==> config.mk <==
export PLATFORM = sky130hd
export DESIGN_NAME = modaddsub_ctrl
export DESIGN_NICKNAME = d
export VERILOG_FILES = /design/src/rtl/modaddsub_ctrl.sv
export SDC_FILE = /design/constraint.sdc
export NUM_CORES = 1
export LEC_CHECK = 0
export BUFFER_PORTS_ARGS = -buffer_cell sky130_fd_sc_hd__buf_2
export CAP_MARGIN = 20
export CORE_MARGIN = 2
export CORE_UTILIZATION = 47
export DETAILED_ROUTE_END_ITERATION = 7
export GPL_ROUTABILITY_DRIVEN = 1
export GPL_TIMING_DRIVEN = 0
export PLACE_DENSITY = 0.75
export SLEW_MARGIN = 10
export SYNTH_ARGS = -nofsm -noshare
export SYNTH_HDL_FRONTEND = slang
export SYNTH_SLANG_ARGS = --single-unit
export TNS_END_PERCENT = 20
==> constraint.sdc <==
create_clock -name clk -period 1.7 [get_ports clk]
set_input_delay 0.17 -clock clk [delete_from_list [all_inputs] [get_ports clk]]
set_output_delay 0.17 -clock clk [all_outputs]
set_load 0.02 [all_outputs]
==> src/rtl/modaddsub_ctrl.sv <==
// Arbiter and sequencer for the shared modular add/sub datapath: grants one of two
// requesters, drives operand-mux select and op, waits SETTLE cycles, returns the result.
// Optional per-requester handshake counters when MODADDSUB_CTRL_STATS_EN is defined.
module modaddsub_ctrl #(
  parameter int WIDTH  = 4,
  parameter int SETTLE = 2
) (
  input  logic             clk,
  input  logic             rst_n,
  input  logic             req0_valid,
  input  logic             req0_op,
  output logic             req0_ready,
  input  logic             req1_valid,
  input  logic             req1_op,
  output logic             req1_ready,
  output logic             dp_sel,
  output logic             dp_op,
  input  logic [WIDTH-1:0] dp_result,
  output logic             rsp_valid,
  input  logic             rsp_ready,
  output logic             rsp_id,
  output logic [WIDTH-1:0] rsp_result,
  output logic             busy
`ifdef MODADDSUB_CTRL_STATS_EN
  ,
  output logic [7:0]       stat0,
  output logic [7:0]       stat1
`endif
);

  typedef enum logic [1:0] {ST_IDLE, ST_SETTLE, ST_RESP} state_e;

  localparam logic [3:0] CNT_INIT = 4'(SETTLE - 1);

  state_e           state_q, state_d;
  logic [3:0]       cnt_q, cnt_d;
  logic             sel_q, sel_d;
  logic             op_q, op_d;
  logic             prio_q, prio_d;
  logic             rsp_id_q, rsp_id_d;
  logic [WIDTH-1:0] rsp_result_q, rsp_result_d;
  logic             grant;
  logic             accept;

  always_ff @(posedge clk) begin
    if (!rst_n) begin
      state_q      <= ST_IDLE;
      cnt_q        <= 4'd0;
      sel_q        <= 1'b0;
      op_q         <= 1'b0;
      prio_q       <= 1'b0;
      rsp_id_q     <= 1'b0;
      rsp_result_q <= '0;
    end else begin
      state_q      <= state_d;
      cnt_q        <= cnt_d;
      sel_q        <= sel_d;
      op_q         <= op_d;
      prio_q       <= prio_d;
      rsp_id_q     <= rsp_id_d;
      rsp_result_q <= rsp_result_d;
    end
  end

  always_comb begin
    state_d      = state_q;
    cnt_d        = cnt_q;
    sel_d        = sel_q;
    op_d         = op_q;
    prio_d       = prio_q;
    rsp_id_d     = rsp_id_q;
    rsp_result_d = rsp_result_q;
    grant        = 1'b0;
    accept       = 1'b0;
    case (state_q)
      ST_IDLE: begin
        if (req0_valid || req1_valid) begin
          // Round-robin pointer only matters when both requesters contend
          grant   = (req0_valid && req1_valid) ? prio_q : req1_valid;
          sel_d   = grant;
          op_d    = grant ? req1_op : req0_op;
          cnt_d   = CNT_INIT;
          state_d = ST_SETTLE;
        end
      end
      ST_SETTLE: begin
        if (cnt_q != 4'd0) begin
          cnt_d = cnt_q - 4'd1;
        end else begin
          accept       = 1'b1;
          rsp_result_d = dp_result;
          rsp_id_d     = sel_q;
          state_d      = ST_RESP;
        end
      end
      ST_RESP: begin
        if (rsp_ready) begin
          prio_d  = ~sel_q;
          state_d = ST_IDLE;
        end
      end
      default: state_d = ST_IDLE;
    endcase
  end

  // Suppress the accept pulse while reset is asserted: that operation is being discarded
  assign req0_ready = accept & ~sel_q & rst_n;
  assign req1_ready = accept &  sel_q & rst_n;
  assign dp_sel     = sel_q;
  assign dp_op      = op_q;
  assign rsp_valid  = (state_q == ST_RESP);
  assign rsp_id     = rsp_id_q;
  assign rsp_result = rsp_result_q;
  assign busy       = (state_q != ST_IDLE);

`ifdef MODADDSUB_CTRL_STATS_EN
  logic [7:0] stat_q [2];

  generate
    for (genvar gi = 0; gi < 2; gi++) begin : g_stat
      always_ff @(posedge clk) begin
        if (!rst_n) begin
          stat_q[gi] <= 8'd0;
        end else if (rsp_valid && rsp_ready && (rsp_id_q == 1'(gi)) && (stat_q[gi] != 8'hFF)) begin
          stat_q[gi] <= stat_q[gi] + 8'd1;
        end
      end
    end
  endgenerate

  assign stat0 = stat_q[0];
  assign stat1 = stat_q[1];
`endif

endmodule

* After elaboration in Yosys (flattened, before gate mapping)
Cells that the tools add are included.
Storage, ports and cells: flip-flop bits (word level) 14, output and inout bits 11
Cells by class: add/subtract/negate cells 1, equal/unequal tests 6, muxes and demuxes 11, bitwise logic cells 6, reduce and logical (&&, ||, !) cells 11
Operator list (count):
- 2-to-1 mux 4 bit | 2
- one-hot mux 4 bit (2 select lines) | 1
- 2-to-1 mux 2 bit | 3
- != test 2 bit, second input constant | 3
- one-hot mux 2 bit (3 select lines) | 1
- AND reduction 2 bit | 3
- AND reduction 3 bit | 2
- bitwise AND 1 bit | 4
- 2-to-1 mux 1 bit | 4
- nonzero test 2 bit | 2
- nonzero test 4 bit | 1
- subtractor 4 x 1 -> 4 bit, second input constant | 1
- equality test 2 x 1 -> 1 bit, second input constant | 1
- equality test 2 bit, second input constant | 1
- zero test 2 bit | 1
- != test 2 x 1 -> 1 bit, second input constant | 1
- NOT 1 bit | 2
- logical AND 1 bit | 1
- logical OR 1 bit | 1

* Longest topological paths before layout
Gate-level depths: netlist (run 1).
word-level depth 5, mapped depth 6

* Worst setup path before layout (run 1)
No wires, ideal clock.
path type reg-to-output, from reg cnt_q[0], to out req0_ready, data arrival time 1.438 ns, data required time 1.530 ns, path slack 0.092 ns, cell stages (with the launch flop) 7, cell sequence dfxtp_1 inv_1 ha_1 nor3b_2 and3_1 buf_2 nor2b_1
On the way: word-level cells in the longest chain between the ends 5
RTL lines:
- start, declared | RTL line 36 | logic [3:0] cnt_q, cnt_d;
- start signal, assigned | RTL line 56 | cnt_q <= cnt_d;
- nonzero test 4 bit | RTL line 87 | if (cnt_q != 4'd0) begin
- 2-to-1 mux 1 bit | RTL line 87
- 2-to-1 mux 1 bit | RTL line 75 | case (state_q)
- bitwise AND 1 bit (2 in series) | RTL line 107 | assign req0_ready = accept & ~sel_q & rst_n;
- end, declared | RTL line 12 | output logic req0_ready,
Every way passes these cells.

* Worst setup path in the final report (run 1)
from reg cnt_q[1], to out req0_ready
The elaborated chain is that of the path after synthesis.

==> metrics.cfg, run 1 <==
[outcome]
run_status = complete, no violations

[yosys]
synthFlopType = dfxtp_1
synth_top_family_by_area = compound AO/OA/AOI/OAI gates
synth-seq-area-share_pct = 43.0
netlist_top_cells_area = dfxtp_1 43%, a22o_1 6.7%, a21boi_0 4.6%
synthMuxAreaShare_pct = 0
synthTopCellsByCount = 14 x dfxtp_1, 5 x a22o_1, 4 x a21boi_0, 4 x inv_1, 4 x nor2b_1
synth_top_cell_area_share_pct = 43.0
synth_compound_area_share_pct = 28.2
async_flop_share_pct = 0
synthSimpleGateAreaFrac_pct = 20.0
syn_area_um2 = 652
yosys_warnings = 0
syn-num-nets = 78
syn_avg_cell_area_um2 = 10.0
synth.most_common_cell = dfxtp_1
ys_ff_latch = 14
synth_fa_ha_area_share_pct = 3.84
synth_cell_types = 31
synthXorXnorAreaFrac_pct = 0
synth_top_area_cell = dfxtp_1
syn_inst = 65
synth_edf_count = 0

[floorplanning]
die_y_um = 41.2
die_area_um2 = 1700
rows = 13
start_util_pct = 50.1
io_pins = 22
fp.dieW_um = 41.2
core-area_um2 = 1300

[clock_tree]
path_clk_slew_ns = 0.08
cts_made_buffers = 3
clockRootBuffer = clkbuf_4
cts_tree = done
clock_latency_ns = 0.27
clock-sinks = 14
h-tree-depth = 1
cts.path.max_buffers = 2

[critical_path]
worstPathMaxFanout = 3
rr_startpoint = cnt_q[1]
worstSetupPathType = flip-flop to primary output
crit_start = cnt_q[1]
path_delay_family = simple AND/OR/NAND/NOR gates
critPathSlowestCell = dfxtp_2
max_stage_delay_ns = 0.33
arrival_ns = 1.46
critPathCaptureType = primary output
cp-start-kind = flip-flop
crit_chain = inv_2 -> ha_4 -> nor3b_4 -> and3_4 -> nor2b_4 -> buf_6
crit_buf_inv = 2
required_ns = 1.53

[place]
dp_cells = 101
place_congestion = 0.737
placed_area_um2 = 776
dp_hpwl_um = 977
place.port_buffers = 21

[detailed_routing]
wl_mm = 1.43
dr.pass1.iters = 4
wl_per_cell_um = 13.0
drtIter0Drc = 11
drtAntennaViolNets = 0
drt_drc_violations_left = 0
vias = 602
viasPerCell = 5.47

[min_path]
hold_path_class = input port to flip-flop
min_from = dp_result[2]

[sta]
maxSlewViolCount = 0
setup_viol_count_final = 0
fin_crit_sh_pct = 96.1
timing.slew.headroom_pct = 76.3
fmax_mhz = 612
period_needed_ns = 1.63
skew_ns = 0.00499
finalHoldViolations = 0
tightestPinTransition_ns = 0.351

[global_routing]
grt_overflow = 0
first_global_vias = 479
grt_max_degree = 11
grt_pass1_wl_mm = 2.02
track_usage_pct = 19.3
antenna_found_initial = 0

[finish]
antenna_cells = 0
design_area_um2 = 901
fin_nets = 109
drive_gt1_share_pct = 43.2
fin_util_pct = 69.2
instances_no_fill = 110
area_delta_synth_final_pct = 38.2

[pwr]
power_density_nw_per_um2 = 1030
ir_drop_uv = 749
p_leak_nw = 0.433

[flow_run]
cap_violations = 0

## per-stage QoR
stage	TNS, ns	hold slack [ns]	setup slack [ns]	power, mW
floorplan	0	0.303	0.0919	0.565
global placement	0	0.394	0.0285	0.631
detailed placement	0	0.393	0.0132	0.638
CTS	0	0.102	0.0128	0.926
global route	-0.0108	0.0908	-0.0108	0.988
finish	0	0.113	0.0664	0.924
## flip-flops by register name, indices dropped and copies added, names as in the netlist
register,cells
cnt_q,4
dp_op,1
dp_sel,1
prio_q,1
rsp_id,1
rsp_result,4
state_q,2
## report_power, final
part           internal, mW  switching, mW
sequential            0.366         0.0296
combinational         0.144          0.154
clock                 0.130          0.100
## cell usage in the layout (no fill, tap or decap), types with 2 or more instances in the layout
master / count
buf_4: 6
dfxtp_1: 12
nor2b_1: 3
a22o_1: 5
o21ai_1: 2
buf_2: 19
nand2b_1: 3
dfxtp_2: 2
inv_2: 2
a21boi_1: 2
buf_6: 2
nor2_1: 2
clkbuf_4: 3
o221ai_1: 2
a21boi_0: 4
inv_1: 2
## metal layers
layer | track usage, % | wire [µm]
met1 | 21.4 | 601
met2 | 32.4 | 744
met3 | 9.78 | 83
met4 | 4.84 | 0
met5 | 0 | 0
## worst paths after layout
path,end,slack [ns],cells past startpoint
worst min-delay path,rsp_result[2],0.11,2
worst min register to register,rsp_result[2],0.48,1
worst max register to register,cnt_q[3],0.17,6
worst max-delay path,req0_ready,0.07,6
## what timing repair did
| action | CTS | global route |
|---|---|---|
| endpoints found under the setup margin | 2 | 2 |
| buffers inserted | 5 | 1 |
| gates resized for setup | 12 | 4 |
| hold buffers | 0 | 0 |
| pin swaps | 1 | 2 |
## area by class of cell
class	count	area, µm²
multi-input cells	45	373
clock buffers	4	36.3
flip-flops and latches	14	283
fillers	116	400
repair buffers	27	163
plain buffers	1	12.5
inverters	4	15.0
well taps	15	18.8
## cells by family after synthesis
logic type / after synthesis
AOI/OAI and AO/OA: 23
adders and majority gates: 2
DFF: 14
buffers and inverters: 6
and+or+nand+nor: 20
(Power assumes the default switching activity.)
==> inputs of run 2 (changes only) <==
--- a/config.mk
+++ b/config.mk
@@ -13,6 +13,7 @@
 export GPL_ROUTABILITY_DRIVEN = 1
 export GPL_TIMING_DRIVEN = 0
 export PLACE_DENSITY = 0.75
+export RECOVER_POWER = 25
 export SLEW_MARGIN = 10
 export SYNTH_ARGS = -nofsm -noshare
 export SYNTH_HDL_FRONTEND = slang
==> run 2 against run 1 <==
Effect of this change:
- utilization fell by 0.58 points
- sequential cell count did not move
- cell count did not move
- sequential share of layout area rose by 0.26 points
- total power fell by 0.39%
- clock-buffer cell count did not move
- worst hold slack barely moved
- fmax barely moved
- via count fell by 0.33%
- global-route usage did not move
- register-to-register slack barely moved
- first-iteration DRC count rose by 9.1%
- largest cell class unchanged
==> metrics.cfg, run 2 (synthesized netlist as in run 1, its figures left out) <==
[place]
dp_hpwl_um = 977  ; unchanged
place_congestion = 0.737  ; unchanged
place.port_buffers = 21  ; unchanged
pre_cts_slack_ns = 0.0132  ; unchanged

[floorplanning]
start_util_pct = 50.1  ; unchanged
io_pins = 22  ; unchanged
die_y_um = 41.2  ; unchanged
die_area_um2 = 1700  ; unchanged
rows = 13  ; unchanged
core-area_um2 = 1300  ; unchanged
fp.dieW_um = 41.2  ; unchanged

[sta]
tightestPinTransition_ns = 0.351  ; unchanged
skew_ns = 0.00499  ; +0.00000475 ns
timing.slew.headroom_pct = 76.3  ; unchanged
fmax_mhz = 612  ; about the same
setup_viol_count_final = 0  ; unchanged
maxSlewViolCount = 0  ; unchanged
period_needed_ns = 1.63  ; -0.0000789 ns
finalHoldViolations = 0  ; unchanged
fin_crit_sh_pct = 96.1  ; about the same
finalWorstSetupSlack_ns = 0.0665  ; +0.0000789 ns

[finish]
area_delta_synth_final_pct = 37.0
layout_commonest_cell = buf_2
antenna_cells = 0  ; unchanged
drive_gt1_share_pct = 36.8  ; -6.3 points
fin_nets = 109  ; unchanged
final_cell_mix = 13 x buf_2, 12 x dfxtp_1, 6 x clkbuf_1, 6 x buf_4, 5 x a22o_1

[detailed_routing]
wl_mm = 1.43  ; +0.35%
wl_per_cell_um = 13.0  ; +0.35%
drtAntennaViolNets = 0  ; unchanged
drt_drc_violations_left = 0  ; unchanged
viasPerCell = 5.45  ; -0.33%
drtIter0Drc = 12  ; +1
vias = 600  ; -0.33%
dr.pass1.iters = 4  ; unchanged

[global_routing]
grt_max_degree = 11  ; unchanged
grt_overflow = 0  ; unchanged
first_global_vias = 479  ; unchanged
track_usage_pct = 19.3  ; unchanged
antenna_found_initial = 0  ; unchanged
grt_pass1_wl_mm = 2.02  ; unchanged

[critical_path]
crit_chain = inv_2 -> ha_4 -> nor3b_4 -> and3_4 -> nor2b_4 -> buf_6
critPathCaptureType = primary output
required_ns = 1.53  ; about the same
arrival_ns = 1.46  ; about the same
worstPathMaxFanout = 3  ; unchanged
cp-start-kind = flip-flop
max_stage_delay_ns = 0.33  ; about the same
worstSetupPathType = flip-flop to primary output
critPathSlowestCell = dfxtp_2

[clock_tree]
h-tree-depth = 1  ; unchanged
path_clk_slew_ns = 0.08  ; about the same
ctsHoldBuffers = 0  ; unchanged
clock-sinks = 14  ; unchanged
clock_latency_ns = 0.27  ; about the same
cts_tree = done
cts.path.max_buffers = 2  ; unchanged
cts_made_buffers = 3  ; unchanged
clockRootBuffer = clkbuf_4

[pwr]
ir_drop_uv = 748  ; about the same
p_leak_nw = 0.408  ; -5.8%
total_power_mw = 0.920  ; -0.39%
power_density_nw_per_um2 = 1030  ; +0.45%

[outcome]
run_status = complete, no violations

[min_path]
hold_path_class = input port to flip-flop

[flow_run]
cap_violations = 0  ; unchanged

[run 2: cell count changes in the layout (fill, tap and decap cells not counted)]
cell      change
buf_2         -6
clkbuf_1      +6
[run 2: final timing paths]
check,end,from,slack [ns],cells past startpoint
worst max-delay path,req0_ready,cnt_q[1],0.07,6
worst min-delay path,rsp_result[2],dp_result[2],0.11,2
worst max register to register,cnt_q[3],cnt_q[1],0.17,6
worst min register to register,rsp_result[2],rsp_result[2],0.48,1
[run 2: area by class of cell]
cell class / instances / area (µm²)
fill: 120 / 408
multi-input combinational: 45 / 373
sequential: 14 / 283
timing repair buffer: 27 / 155
clock buffer: 4 / 36.3
tap: 15 / 18.8
inverter: 4 / 15.0
buffer: 1 / 12.5
[run 2: where the power goes]
part           switching (mW)  total, mW  internal (mW)
Combinational           0.154      0.294          0.140
Clock                   0.100      0.230          0.130
Sequential             0.0300      0.396          0.366
[run 2: critical path: cells and delay by family, from the launching register on]
| kind | cells | cell delay, ns |
|---|---|---|
| adder cells (fa/ha/maj) | 1 | 0.13 |
| buffers and inverters | 2 | 0.20 |
| flip-flops | 1 | 0.33 |
| AND/OR/NAND/NOR | 3 | 0.54 |
[run 2: timing repair]
item | in CTS | in global routing
setup buffers | 5 | 1
setup endpoints to repair | 2 | 2
pin swaps | 1 | 2
resized for setup | 12 | 4
[run 2: layer usage]
| metal | track usage [%] | part of all wire, % | vias to the layer above |
|---|---|---|---|
| met3 | 9.78 | 6.2 | 0 |
| met4 | 4.84 | 0 | 0 |
| met1 | 21.4 | 42 | 276 |
| met5 | 0 | 0 | - |
| met2 | 32.4 | 52 | 20 |
| li1 | - | - | 304 |
[run 2: through the flow]
step | hold slack (ns) | instances | utilization, % | cell area, µm² | TNS [ns]
6_report | 0.113 | 110 | 68.7 | 893 | 0
5_1_grt | 0.0908 | 110 | 68.7 | 893 | -0.0108
4_1_cts | 0.102 | 110 | 68.1 | 886 | 0
3_5_place_dp | 0.393 | 101 | 59.6 | 776 | 0
3_3_place_gp | 0.394 | 101 | 59.6 | 776 | 0
2_1_floorplan | 0.303 | 65 | - | 652 | 0
